[src/rtl/nexys_starship_pkg.sv]
// Shared definitions for the Nexys Starship monster controllers:
// one-hot controller states, LFSR tap mask and default seed.
package nexys_starship_pkg;

  typedef enum logic [3:0] {
    ST_IDLE = 4'b0001,
    ST_COOL = 4'b0010,
    ST_ARM  = 4'b0100,
    ST_LIVE = 4'b1000
  } bc_state_t;

  localparam logic [15:0] LFSR_TAP_MASK = 16'hB400;
  localparam logic [15:0] DEFAULT_SEED  = 16'hACE1;

  // Fibonacci step, taps 16,14,13,11; feedback shifts in at bit 0.
  function automatic logic [15:0] lfsr16_next(input logic [15:0] s);
    return {s[14:0], ^(s & LFSR_TAP_MASK)};
  endfunction

endpackage

[src/rtl/nexys_starship_lfsr16.sv]
// Free-running 16-bit Fibonacci LFSR with a seed parameter; a zero seed
// would lock up, so it is replaced by the default seed.
module nexys_starship_lfsr16
  import nexys_starship_pkg::*;
#(
  parameter logic [15:0] SEED = DEFAULT_SEED
) (
  input  logic        i_clk,
  input  logic        i_rst_n,
  input  logic        i_en,
  output logic [15:0] o_lfsr
);

  localparam logic [15:0] INIT = (SEED == 16'h0000) ? DEFAULT_SEED : SEED;

  logic [15:0] r_lfsr;

  always_ff @(posedge i_clk or negedge i_rst_n) begin
    if (!i_rst_n)  r_lfsr <= INIT;
    else if (i_en) r_lfsr <= lfsr16_next(r_lfsr);
  end

  assign o_lfsr = r_lfsr;

endmodule

[src/rtl/nexys_starship_bm_ctrl.sv]
// Bottom-monster controller: schedules spawns, handshakes them with the
// bottom-monster state machine, resolves shots into kills and counts them.
module nexys_starship_bm_ctrl
  import nexys_starship_pkg::*;
#(
  parameter logic [15:0] SEED         = 16'hACE1,
  parameter logic [7:0]  MIN_GAP      = 8'd3,
  parameter logic [3:0]  SPAWN_THRESH = 4'd5,
  parameter logic [7:0]  ACK_TIMEOUT  = 8'd16
) (
  input  logic       Clk,
  input  logic       Reset_n,
  input  logic       timer_tick,
  input  logic       play_flag,
  input  logic       shoot_pulse,
  input  logic       aim_down,
  input  logic       btm_monster_sm,
  input  logic       btm_gameover,
  output logic       btm_random,
  output logic       btm_monster_ctrl,
  output logic       kill_pulse,
  output logic [7:0] kill_count,
  output logic       ack_err,
  output logic       q_BC_Idle,
  output logic       q_BC_Cool,
  output logic       q_BC_Arm,
  output logic       q_BC_Live
);

  bc_state_t   r_state, w_nxt_state;
  logic [7:0]  r_gap_cnt, w_nxt_gap;
  logic [7:0]  r_ack_cnt, w_nxt_ack;
  logic        r_pending, w_nxt_pending;
  logic        r_killed, w_nxt_killed;
  logic        r_btm_random, w_nxt_random;
  logic        r_ctrl, w_nxt_ctrl;
  logic        r_kill_pulse, w_nxt_kill_pulse;
  logic [7:0]  r_kill_count, w_nxt_kill_count;
  logic        r_ack_err, w_nxt_ack_err;

  logic [15:0] w_lfsr;
  logic        w_lfsr_unused;
  logic        w_ack_expired;
  logic        w_shot;

  nexys_starship_lfsr16 #(
    .SEED (SEED)
  ) u_lfsr (
    .i_clk   (Clk),
    .i_rst_n (Reset_n),
    .i_en    (1'b1),
    .o_lfsr  (w_lfsr)
  );

  assign w_lfsr_unused = ^w_lfsr[15:4];
  // Expires on the wait cycle in which the count would reach ACK_TIMEOUT.
  assign w_ack_expired = ({1'b0, r_ack_cnt} + 9'd1) >= {1'b0, ACK_TIMEOUT};
  assign w_shot        = shoot_pulse && aim_down;

  always_ff @(posedge Clk or negedge Reset_n) begin
    if (!Reset_n) begin
      r_state      <= ST_IDLE;
      r_gap_cnt    <= '0;
      r_ack_cnt    <= '0;
      r_pending    <= 1'b0;
      r_killed     <= 1'b0;
      r_btm_random <= 1'b0;
      r_ctrl       <= 1'b0;
      r_kill_pulse <= 1'b0;
      r_kill_count <= '0;
      r_ack_err    <= 1'b0;
    end else begin
      r_state      <= w_nxt_state;
      r_gap_cnt    <= w_nxt_gap;
      r_ack_cnt    <= w_nxt_ack;
      r_pending    <= w_nxt_pending;
      r_killed     <= w_nxt_killed;
      r_btm_random <= w_nxt_random;
      r_ctrl       <= w_nxt_ctrl;
      r_kill_pulse <= w_nxt_kill_pulse;
      r_kill_count <= w_nxt_kill_count;
      r_ack_err    <= w_nxt_ack_err;
    end
  end

  always_comb begin
    w_nxt_state      = r_state;
    w_nxt_gap        = r_gap_cnt;
    w_nxt_ack        = r_ack_cnt;
    w_nxt_pending    = r_pending;
    w_nxt_killed     = r_killed;
    w_nxt_random     = r_btm_random;
    w_nxt_ctrl       = r_ctrl;
    w_nxt_kill_pulse = 1'b0;
    w_nxt_kill_count = r_kill_count;
    w_nxt_ack_err    = r_ack_err;

    if (r_state != ST_IDLE && btm_gameover) begin
      w_nxt_state   = ST_IDLE;
      w_nxt_random  = 1'b0;
      w_nxt_ctrl    = 1'b0;
      w_nxt_pending = 1'b0;
      w_nxt_killed  = 1'b0;
    end else begin
      unique case (r_state)
        ST_IDLE: begin
          if (play_flag) begin
            w_nxt_state      = ST_COOL;
            w_nxt_gap        = MIN_GAP;
            w_nxt_kill_count = '0;
            w_nxt_ack_err    = 1'b0;
          end
        end
        ST_COOL: begin
          if (r_gap_cnt == '0) begin
            w_nxt_state   = ST_ARM;
            w_nxt_pending = 1'b0;
          end else if (timer_tick) begin
            w_nxt_gap = r_gap_cnt - 8'd1;
          end
        end
        ST_ARM: begin
          if (!r_pending) begin
            if (timer_tick && (w_lfsr[3:0] < SPAWN_THRESH)) begin
              w_nxt_random  = 1'b1;
              w_nxt_ctrl    = 1'b1;
              w_nxt_pending = 1'b1;
              w_nxt_ack     = '0;
            end
          end else if (w_ack_expired) begin
            w_nxt_random  = 1'b0;
            w_nxt_ctrl    = 1'b0;
            w_nxt_pending = 1'b0;
            w_nxt_ack_err = 1'b1;
            w_nxt_state   = ST_COOL;
            w_nxt_gap     = MIN_GAP;
          end else if (btm_monster_sm) begin
            w_nxt_state   = ST_LIVE;
            w_nxt_random  = 1'b0;
            w_nxt_pending = 1'b0;
            w_nxt_killed  = 1'b0;
            w_nxt_ack     = '0;
          end else begin
            w_nxt_ack = r_ack_cnt + 8'd1;
          end
        end
        ST_LIVE: begin
          // Before the kill the monster waits indefinitely; the ack timer
          // only runs once the kill has been issued.
          if (!r_killed) begin
            if (w_shot) begin
              w_nxt_ctrl       = 1'b0;
              w_nxt_kill_pulse = 1'b1;
              w_nxt_killed     = 1'b1;
              w_nxt_ack        = '0;
              w_nxt_kill_count = (r_kill_count == 8'hFF) ? r_kill_count
                                                         : r_kill_count + 8'd1;
            end
          end else if (w_ack_expired) begin
            w_nxt_ack_err = 1'b1;
            w_nxt_state   = ST_COOL;
            w_nxt_gap     = MIN_GAP;
            w_nxt_killed  = 1'b0;
          end else if (!btm_monster_sm) begin
            w_nxt_state  = ST_COOL;
            w_nxt_gap    = MIN_GAP;
            w_nxt_killed = 1'b0;
          end else begin
            w_nxt_ack = r_ack_cnt + 8'd1;
          end
        end
        default: begin
          w_nxt_state   = ST_IDLE;
          w_nxt_random  = 1'b0;
          w_nxt_ctrl    = 1'b0;
          w_nxt_pending = 1'b0;
          w_nxt_killed  = 1'b0;
        end
      endcase
    end
  end

  assign btm_random       = r_btm_random;
  assign btm_monster_ctrl = r_ctrl;
  assign kill_pulse       = r_kill_pulse;
  assign kill_count       = r_kill_count;
  assign ack_err          = r_ack_err;
  assign q_BC_Idle        = (r_state == ST_IDLE);
  assign q_BC_Cool        = (r_state == ST_COOL);
  assign q_BC_Arm         = (r_state == ST_ARM);
  assign q_BC_Live        = (r_state == ST_LIVE);

endmodule
[config.mk]
export PLATFORM = sky130hd
export DESIGN_NAME = nexys_starship_bm_ctrl
export DESIGN_NICKNAME = d
export VERILOG_FILES = /design/src/rtl/nexys_starship_pkg.sv /design/src/rtl/nexys_starship_lfsr16.sv /design/src/rtl/nexys_starship_bm_ctrl.sv
export SDC_FILE = /design/constraint.sdc
export NUM_CORES = 1
export LEC_CHECK = 0
export CAP_MARGIN = 20
export CORE_AREA = 3 3 79 81
export CTS_CLUSTER_DIAMETER = 150
export CTS_CLUSTER_SIZE = 40
export DETAILED_ROUTE_END_ITERATION = 16
export DIE_AREA = 0 0 82 84
export PLACE_DENSITY = 0.74
export SKIP_LAST_GASP = 1
export SLEW_MARGIN = 20
export SYNTH_ARGS = -nofsm -noshare
export SYNTH_HDL_FRONTEND = slang
export SYNTH_HIERARCHICAL = 1
export SYNTH_SLANG_ARGS = --single-unit
[constraint.sdc]
create_clock -name Clk -period 2.25 [get_ports Clk]
set_input_delay 0.5625 -clock Clk [delete_from_list [all_inputs] [get_ports Clk]]
set_output_delay 0.5625 -clock Clk [all_outputs]
set_load 0.05 [all_outputs]
# After elaboration in Yosys (flattened, before gate mapping)
# Cells that the tools add are included.
[classes]
n_bitwise = 1
n_lt_le_gt_ge = 2
n_mux = 68
n_addsub = 4
n_reduce_logical = 21
n_eq_ne = 37
[op_table]
columns = ["op", "n"]
rows = [
  ["8-bit two-way mux", 20],
  ["4-bit two-way mux", 9],
  ["8-bit one-hot mux with 2 select lines", 2],
  ["8-bit one-hot mux with 4 select lines", 1],
  ["1-bit two-way mux", 30],
  ["3-bit by 1-bit inequality test with 1-bit output, second input constant", 6],
  ["8-bit by 1-bit adder with 8-bit output, second input constant", 2],
  ["4-bit one-hot mux with 4 select lines", 1],
  ["16-bit XOR reduction", 1],
  ["3-bit by 2-bit inequality test with 1-bit output, second input constant", 5],
  ["2-bit by 1-bit inequality test with 1-bit output, second input constant", 7],
  ["4-bit by 2-bit inequality test with 1-bit output, second input constant", 3],
  ["1-bit one-hot mux with 3 select lines", 4],
  ["6-bit AND reduction", 2],
  ["2-bit inequality test, second input constant", 5],
  ["5-bit AND reduction", 2],
  ["8-bit by 1-bit adder with 9-bit output, second input constant", 1],
  ["9-bit by 5-bit greater-or-equal comparator with 1-bit output, second input constant", 1],
  ["3-bit inequality test, second input constant", 3],
  ["9-bit AND reduction", 1],
  ["8-bit == test, second input constant", 1],
  ["8-bit logical NOT", 1],
  ["4-bit by 1-bit inequality test with 1-bit output, second input constant", 2],
  ["8-bit by 1-bit subtractor with 8-bit output, second input constant", 1],
  ["18 further kinds", 22],
]
[word_totals]
inputBits = 8
regBits = 50

# Depth between registers and ports, before layout
# Gate-level depths: netlist (run 1).
[logic_depth]
word_depth = 6
ltp_mapped = 7
depth_no_buf = 7

# Hierarchy
# Netlist (run 1), hierarchy kept.
[by_module_without_submodules]
columns = ["mod", "cells_per_inst", "seq_area_each_um2", "n_inst", "area_each_um2"]
rows = [
  ["nexys_starship_bm_ctrl", 230, 852.1, 1, 2214.6],
  ["nexys_starship_lfsr16", 38, 410.4, 1, 675.6],
]

# Worst setup path before layout (run 1)
# Ideal clock, no wire load.
[synth_path]
path_kind = "register -> output"
from = "register r_state[1]"
to = "output port q_BC_Arm"
stages_incl_launch_ff = 3
required_time_ns = 1.688
arrival_time_ns = 1.695
slack_ns = -0.007
cell_sequence = "dfrtp_1 buf_2 nor3_1"
[synth_via]
elab_chain_cells = 1
[synth_rtl]
columns = ["element", "line", "rtl"]
rows = [
  ["start, declared", "nexys_starship_bm_ctrl.sv:30", "bc_state_t r_state, w_nxt_state;"],
  ["start signal, assigned", "nexys_starship_bm_ctrl.sv:73", "r_state <= w_nxt_state;"],
  ["4-bit by 3-bit == test with 1-bit output", "nexys_starship_bm_ctrl.sv:190", "assign q_BC_Arm = (r_state == ST_ARM);"],
  ["end, declared", "nexys_starship_bm_ctrl.sv:26", "output logic q_BC_Arm,"],
]
# No other way between the ends.

# Worst setup path after layout (run 1)
[layout_path]
from = "register r_ack_cnt[0]"
to = "register r_gap_cnt[1]"
[layout_via]
elab_chain_cells = 5
elab_cells_between_ends = 8
classes_between = "add/sub (1); order compare (1); eq/ne (2); mux (3); reduce/logical (1)"
[layout_rtl]
columns = ["element", "line", "rtl"]
rows = [
  ["start, declared", "nexys_starship_bm_ctrl.sv:32", "logic [7:0] r_ack_cnt, w_nxt_ack;"],
  ["start signal, assigned", "nexys_starship_bm_ctrl.sv:75", "r_ack_cnt <= w_nxt_ack;"],
  ["8-bit by 1-bit adder with 9-bit output (*)", "nexys_starship_bm_ctrl.sv:57", "assign w_ack_expired = ({1'b0, r_ack_cnt} + 9'd1) >= {1'b0, ACK_TIMEOUT};"],
  ["9-bit by 5-bit greater-or-equal comparator with 1-bit output (*)", "nexys_starship_bm_ctrl.sv:57", ""],
  ["8-bit two-way mux", "nexys_starship_bm_ctrl.sv:159", "end else if (w_ack_expired) begin"],
  ["8-bit two-way mux", "nexys_starship_bm_ctrl.sv:150", "if (!r_killed) begin"],
  ["8-bit one-hot mux with 4 select lines", "nexys_starship_bm_ctrl.sv:105", "unique case (r_state)"],
  ["end signal, assigned", "nexys_starship_bm_ctrl.sv:74", "r_gap_cnt <= w_nxt_gap;"],
  ["end, declared", "nexys_starship_bm_ctrl.sv:31", "logic [7:0] r_gap_cnt, w_nxt_gap;"],
]
# Mark *: on every way between the ends. The rest lies on a longest branch, timed or not. The select of a mux whose other input is x is not followed.
# A chain may end at the register's enable or synchronous reset.

==> results of run 1 <==
## layer usage
layer | vias up | wire, µm | track usage
met1 | 1149 | 3070 | 0.281
met5 | - | 0 | 0
met2 | 75 | 3210 | 0.321
li1 | 1106 | - | -
met4 | 0 | 87 | 0.0559
met3 | 7 | 283 | 0.0292
## worst min-delay path by stage
stage / start / end
after floorplan: Reset_n / ack_err
after global placement: r_gap_cnt[7] / r_gap_cnt[7]
after detailed placement: r_gap_cnt[7] / r_gap_cnt[7]
after CTS: Reset_n / kill_count[6]
after global routing: Reset_n / kill_count[5]
final: Reset_n / kill_count[0]
## timing repair
action / 4_1_cts / 5_1_grt
cloned: 0 / 0
setup endpoints to repair: 3 / 9
gates resized for setup: 4 / 8
buffers inserted: 4 / 2
pin swaps: 0 / 0
## area by class of cell
class / instances / area, µm² / area share
Clock buffer: 5 / 68.8 / 0.0192
Timing Repair Buffer: 55 / 522 / 0.146
Inverter: 9 / 33.8 / 0.00944
Tap cell: 72 / 90.1 / 0.0252
Sequential cell: 50 / 1270 / 0.354
Clock inverter: 3 / 26.3 / 0.00734
Multi-Input combinational cell: 202 / 1570 / 0.439
## kinds of logic (layout without fill, tap and decap cells)
group | count (synthesis) | count (layout) | synth area share
other cells | 1 | 1 | 0.00130
fa+ha+maj | 5 | 5 | 0.0216
xor+xnor | 9 | 9 | 0.0273
mux | 22 | 22 | 0.0961
compound gates | 68 | 68 | 0.189
simple gates | 97 | 97 | 0.194
flops | 50 | 50 | 0.437
buf+inv | 16 | 72 | 0.0338
## state kept, by name (all words and copies together), names as in the netlist
signal            flops
kill_pulse            1
r_state               4
u_lfsr/o_lfsr        16
r_ack_cnt             8
ack_err               1
r_killed              1
r_gap_cnt             8
kill_count            8
btm_monster_ctrl      1
r_pending             1
btm_random            1
## cells in the mapped netlist, drive strengths merged, types with 2 or more instances
master / instances / area (µm²)
a211oi: 4 / 30.0
nor3: 9 / 50.1
o21bai: 3 / 22.5
dfrtp: 41 / 1030
o41ai: 9 / 78.8
nor4: 2 / 12.5
mux2: 19 / 248
a31oi: 2 / 12.5
nor3b: 4 / 35.0
nand3b: 4 / 42.5
nand4: 3 / 25.0
and3: 2 / 12.5
nand3: 7 / 35.0
inv: 9 / 33.8
nor2b: 5 / 38.8
buf: 6 / 60.1
a21o: 2 / 15.0
or3: 6 / 42.5
and2b: 2 / 15.0
o31ai: 5 / 42.5
nor2: 27 / 101
a2111oi: 4 / 72.6
a22oi: 2 / 20.0
or4: 2 / 18.8
o32a: 2 / 21.3
and3b: 2 / 17.5
nand2: 13 / 51.3
xnor2: 9 / 78.8
a21oi: 8 / 40.0
dfstp: 9 / 236
o21ai: 16 / 87.6
mux2i: 3 / 30.0
nand2b: 5 / 31.3
ha: 5 / 62.6
## power groups by stage
stage	logic, mW	clock network, mW	registers [mW]
2_1_floorplan	0.857	0	1.29
6_report	1.30	0.568	1.31
3_5_place_dp	1.17	0	1.35
4_1_cts	1.28	0.581	1.30
3_3_place_gp	1.15	0	1.35
5_1_grt	1.40	0.615	1.34
## layout by cell type (no fill, tap or decap), drive strengths merged, types with 6 or more instances in the layout
cell type,instances
nand3,7
a21oi,8
nor2,27
mux2,19
or3,6
xnor2,9
clkdlybuf4s50,18
o41ai,9
dfstp,9
nand2,13
dfrtp,41
o21ai,16
nor3,9
inv,11
buf,37
## stage by stage
stage / cells / setup TNS [ns] / util
2_1_floorplan: 268 / 0 / -
3_3_place_gp: 382 / -1.76 / 0.613
3_5_place_dp: 382 / -2.00 / 0.613
4_1_cts: 394 / 0 / 0.638
5_1_grt: 396 / -0.0794 / 0.646
6_report: 396 / 0 / 0.646
==> flow_metrics.py, run 1 <==
metrics = {
    "run_status": {
        "status": "completed",
    },
    "clock_tree": {
        "clock_path_buffers": 2,
        "cts_tree": "yes",
        "cts_buffers": 5,
        "cts_sinks": 50,
        "cts_hold_buffers": 0,
        "root_buffer": "clkbuf_8",
        "cts.clk_slew.worst_paths_ns": 0.10,
        "clk_latency_ns": 0.31,
        "htreeDepth": 2,
    },
    "floorplanning": {
        "ios": 24,
        "core_area_um2": 5540,
        "fp.dieH_um": 84,
        "dieArea_um2": 6890,
        "die_w_um": 82,
        "start_util": 0.522,
        "row_count": 27,
    },
    "routing": {
        "first_pass_iters": 5,
        "viasPerCell": 5.90,
        "wl_mm": 6.65,
        "drt_iter0_markers": 200,
        "routed-via-count": 2337,
        "detail-route-antenna-nets": 0,
        "wl_per_cell_um": 16.8,
        "drc": 0,
    },
    "grt": {
        "grt_max_degree": 51,
        "gr-usage-all-layers": 0.201,
        "antenna_found_initial": 0,
        "grt-ovfl-total": 0,
        "grt_pass1_vias": 2307,
        "grt_pass1_wl_mm": 10.9,
    },
    "sta": {
        "setup_violations": 0,
        "fin_hold_ws_ns": 0.205,
        "finalClockSkew_ns": 0.0111,
        "grt_setup_unrepaired": "true",
        "fin_crit_sh": 0.980,
        "slew_violations": 0,
        "fin_ws_ns": 0.0445,
        "max_freq_mhz": 453,
        "worst_slew_pin_slew_ns": 0.502,
        "slew-limit-headroom": 0.664,
        "fin_crit_ns": 2.21,
        "final_hold_viol_count": 0,
    },
    "place": {
        "pre_cts_ws_ns": -0.180,
        "gp_congestion": 0.920,
        "place_hpwl_mm": 4.55,
        "io_buffers": 23,
        "placed_area_um2": 3390,
    },
    "logic_synthesis": {
        "syn_nets": 281,
        "syn_area_um2": 2890,
        "synth_edf_count": 0,
        "ys.flop_type": "dfrtp_1",
        "ys_ff_latch": 50,
        "netlist_instances": 268,
        "yosys_warnings": 6,
        "synth.distinct_cells": 69,
        "synth_seq_area_share": 0.437,
        "async_reset_ff_frac": 1.00,
        "avgSynthCellArea_um2": 10.8,
    },
    "critical_path": {
        "critical_path_arrival_ns": 2.40,
        "setup.worst_path.end": "r_gap_cnt[1]",
        "r2r_slack_ns": 0.04,
        "reg2reg_from": "r_ack_cnt[0]",
        "worst-path-buf-inv": 0,
        "required_ns": 2.45,
        "critPathCaptureType": "flop",
        "path_depth": 6,
        "path_max_fanout": 4,
        "crit_path_top_delay_cell": "or3_4",
        "timing.rr.end": "r_gap_cnt[1]",
        "worstRegToRegCells": 6,
        "crit_top_cell": "mux2_2",
        "cp_slowest_stage_delay_ns": 0.42,
        "critPathKind": "reg2reg",
        "cp-startpoint": "r_ack_cnt[0]",
        "worstPathCellList": "ha_1 -> and3_4 -> mux2_2 -> or3_4 -> nand3_1 -> mux2_2",
        "startpoint_type": "flop",
        "cp_top_family": "simple AND/OR/NAND/NOR gates",
    },
    "power": {
        "p_sw_frac": 0.368,
        "ir_drop_mv": 0.547,
        "p_int_mw": 2.01,
        "p_switching_mw": 1.17,
        "p_total_mw": 3.18,
        "power_frac_seq": 0.412,
        "leakagePower_nw": 1.53,
        "p_comb_frac": 0.409,
        "p_per_area_nw_per_um2": 887,
        "clkPwrFrac": 0.179,
    },
    "flow_run": {
        "drv_cap": 0,
    },
    "final_layout": {
        "fin_nets": 336,
        "area_growth_pct": 23.9,
        "final_cell_area_um2": 3580,
        "drive_gt1_frac": 0.324,
        "num_antenna_cells": 0,
        "num-fill-cells": 442,
    },
    "worst_hold_path": {
        "hp-class": "in2async",
    },
}
(Power assumes the default switching activity.)
==> run 2, diff against run 1 <==
--- a/config.mk
+++ b/config.mk
@@ -6,12 +6,13 @@
 export NUM_CORES = 1
 export LEC_CHECK = 0
 export CAP_MARGIN = 20
-export CORE_AREA = 3 3 79 81
+export CORE_AREA = 3 3 78 80
+export CTS_BUF_LIST = sky130_fd_sc_hd__clkbuf_4 sky130_fd_sc_hd__clkbuf_8
 export CTS_CLUSTER_DIAMETER = 150
 export CTS_CLUSTER_SIZE = 40
 export DETAILED_ROUTE_END_ITERATION = 16
-export DIE_AREA = 0 0 82 84
-export PLACE_DENSITY = 0.74
+export DIE_AREA = 0 0 81 83
+export PLACE_DENSITY = 0.76
 export SKIP_LAST_GASP = 1
 export SLEW_MARGIN = 20
 export SYNTH_ARGS = -nofsm -noshare
==> run 2 against run 1 <==
Setup slack got worse by 0.0073 ns. Critical path depth unchanged. Maximum frequency decreased by 0.33%. Final area decreased by 1.2%. Utilization about the same. Critical path type unchanged. Final cell count decreased by 0.76%. Wire length decreased by 1.6%. Largest cell class unchanged. First-iteration DRC count increased by 13%. Die area decreased by 2.4%. Sequential cell count unchanged. Worst hold slack improved by 0.026 ns.
==> flow_metrics.py, run 2 (synthesis results as in run 1) <==
metrics = {
    "run_status": {
        "status": "completed",
    },
    "routing": {
        "drt_iter0_markers": 226,
        "wl_per_cell_um": 16.6,
        "detail-route-antenna-nets": 0,
        "routed-via-count": 2340,
        "viasPerCell": 5.95,
        "wl_mm": 6.54,
        "drc": 0,
        "first_pass_iters": 5,
    },
    "sta": {
        "max_freq_mhz": 452,
        "finalClockSkew_ns": 0.0129,
        "fin_ws_ns": 0.0372,
        "grt_setup_unrepaired": "true",
        "slew-limit-headroom": 0.621,
        "fin_crit_ns": 2.21,
        "setup_violations": 0,
        "fin_setup_tns_ns": 0,
        "worst_slew_pin_slew_ns": 0.567,
        "final_hold_viol_count": 0,
        "slew_violations": 0,
        "fin_crit_sh": 0.983,
    },
    "floorplanning": {
        "die_w_um": 81,
        "core_area_um2": 5470,
        "fp.dieH_um": 83,
        "row_count": 27,
        "start_util": 0.528,
        "dieArea_um2": 6720,
        "ios": 24,
    },
    "clock_tree": {
        "cts_buffers": 5,
        "cts.clk_slew.worst_paths_ns": 0.09,
        "cts_tree": "yes",
        "cts_hold_buffers": 0,
        "root_buffer": "clkbuf_8",
        "htreeDepth": 2,
        "clock_path_buffers": 2,
        "cts_sinks": 50,
        "clk_latency_ns": 0.31,
    },
    "grt": {
        "grt_max_degree": 30,
        "grt-ovfl-total": 0,
        "grt_pass1_vias": 2299,
        "grt_pass1_wl_mm": 11.1,
        "gr-usage-all-layers": 0.207,
        "antenna_found_initial": 0,
    },
    "critical_path": {
        "crit_path_top_delay_cell": "or3_4",
        "crit_top_cell": "mux2_2",
        "worstPathCellList": "ha_1 -> and3_1 -> mux2_2 -> or3_4 -> nand3_1 -> mux2_2",
        "startpoint_type": "flop",
        "cp_slowest_stage_delay_ns": 0.42,
        "path_max_fanout": 4,
        "critPathKind": "reg2reg",
        "required_ns": 2.45,
        "critPathCaptureType": "flop",
        "critical_path_arrival_ns": 2.41,
    },
    "place": {
        "place_hpwl_mm": 4.66,
        "pre_cts_ws_ns": -0.180,
        "io_buffers": 23,
        "placedCellCount": 382,
        "placed_area_um2": 3390,
        "gp_congestion": 0.915,
    },
    "power": {
        "p_total_mw": 3.16,
        "leakagePower_nw": 1.51,
        "ir_drop_mv": 0.673,
        "p_per_area_nw_per_um2": 893,
    },
    "worst_hold_path": {
        "hp-class": "in2async",
    },
    "final_layout": {
        "num-fill-cells": 443,
        "final_common_cell": "dfrtp_1",
        "largest_reg_flops": 16,
        "num_antenna_cells": 0,
        "final_cell_mix": "38 x dfrtp_1, 28 x buf_4, 26 x nor2_1",
        "drive_gt1_frac": 0.315,
        "fin_nets": 333,
        "area_growth_pct": 22.3,
        "instances_no_fill": 393,
        "final_cell_area_um2": 3540,
    },
    "flow_run": {
        "drv_cap": 0,
    },
}
[run 2: report_power, final]
part / switching (mW) / internal (mW)
Combinational: 0.669 / 0.636
Sequential: 0.157 / 1.16
Clock: 0.296 / 0.245
Total: 1.12 / 2.04
[run 2: metrics by stage]
| stage | utilization | hold WS (ns) |
|---|---|---|
| after floorplan | - | 0.267 |
| after global placement | 0.620 | 0.465 |
| after detailed placement | 0.620 | 0.490 |
| after CTS | 0.643 | 0.226 |
| after global routing | 0.646 | 0.246 |
| final | 0.646 | 0.231 |
[run 2: worst paths after layout]
kind,cells past startpoint,startpoint,to,slack [ns]
min reg2reg,2,ack_err,ack_err,0.52
min in group Clk,2,ack_err,ack_err,0.52
max in group asynchronous,2,Reset_n,r_state[0],1.44
max reg2reg,6,r_ack_cnt[0],r_gap_cnt[1],0.04
min,1,Reset_n,u_lfsr/o_lfsr[12],0.23
max,6,r_ack_cnt[0],r_gap_cnt[1],0.04
[run 2: what timing repair did]
action | 4_1_cts | 5_1_grt
gates resized for setup | 4 | 6
endpoints found under the hold margin | 0 | 0
buffers inserted | 3 | 0
endpoints found under the setup margin | 7 | 6
gates cloned | 0 | 0
[run 2: layout make-up]
| class | count | area, µm² | share of cell area |
|---|---|---|---|
| clock buffers | 7 | 83.8 | 0.0237 |
| clock inverters | 1 | 7.51 | 0.00212 |
| repair buffers | 52 | 495 | 0.140 |
| well taps | 72 | 90.1 | 0.0255 |
| flip-flops and latches | 50 | 1270 | 0.359 |
| inverters | 9 | 33.8 | 0.00955 |
| multi-input cells | 202 | 1560 | 0.440 |
[run 2: critical path, delay by kind of cell, from the launching register on]
family	cells	cell delay, ns
adder cells (fa/ha/maj)	1	0.22
multiplexers	2	0.73
AND/OR/NAND/NOR	3	0.77
flip-flops	1	0.37
[run 2: layer usage]
metal / global-route usage / vias to the layer above / wire length (µm)
met5: 0 / - / 0
met4: 0.0614 / 0 / 106
met3: 0.0390 / 15 / 358
met2: 0.312 / 94 / 3040
met1: 0.300 / 1124 / 3040
li1: - / 1107 / -
==> run 3, diff against run 2 <==
--- a/config.mk
+++ b/config.mk
@@ -12,6 +12,7 @@
 export CTS_CLUSTER_SIZE = 40
 export DETAILED_ROUTE_END_ITERATION = 16
 export DIE_AREA = 0 0 81 83
+export GPL_ROUTABILITY_DRIVEN = 0
 export PLACE_DENSITY = 0.76
 export SKIP_LAST_GASP = 1
 export SLEW_MARGIN = 20
==> results of run 3 <==
The final DEF is identical to that of run 2; final timing and power are the same.
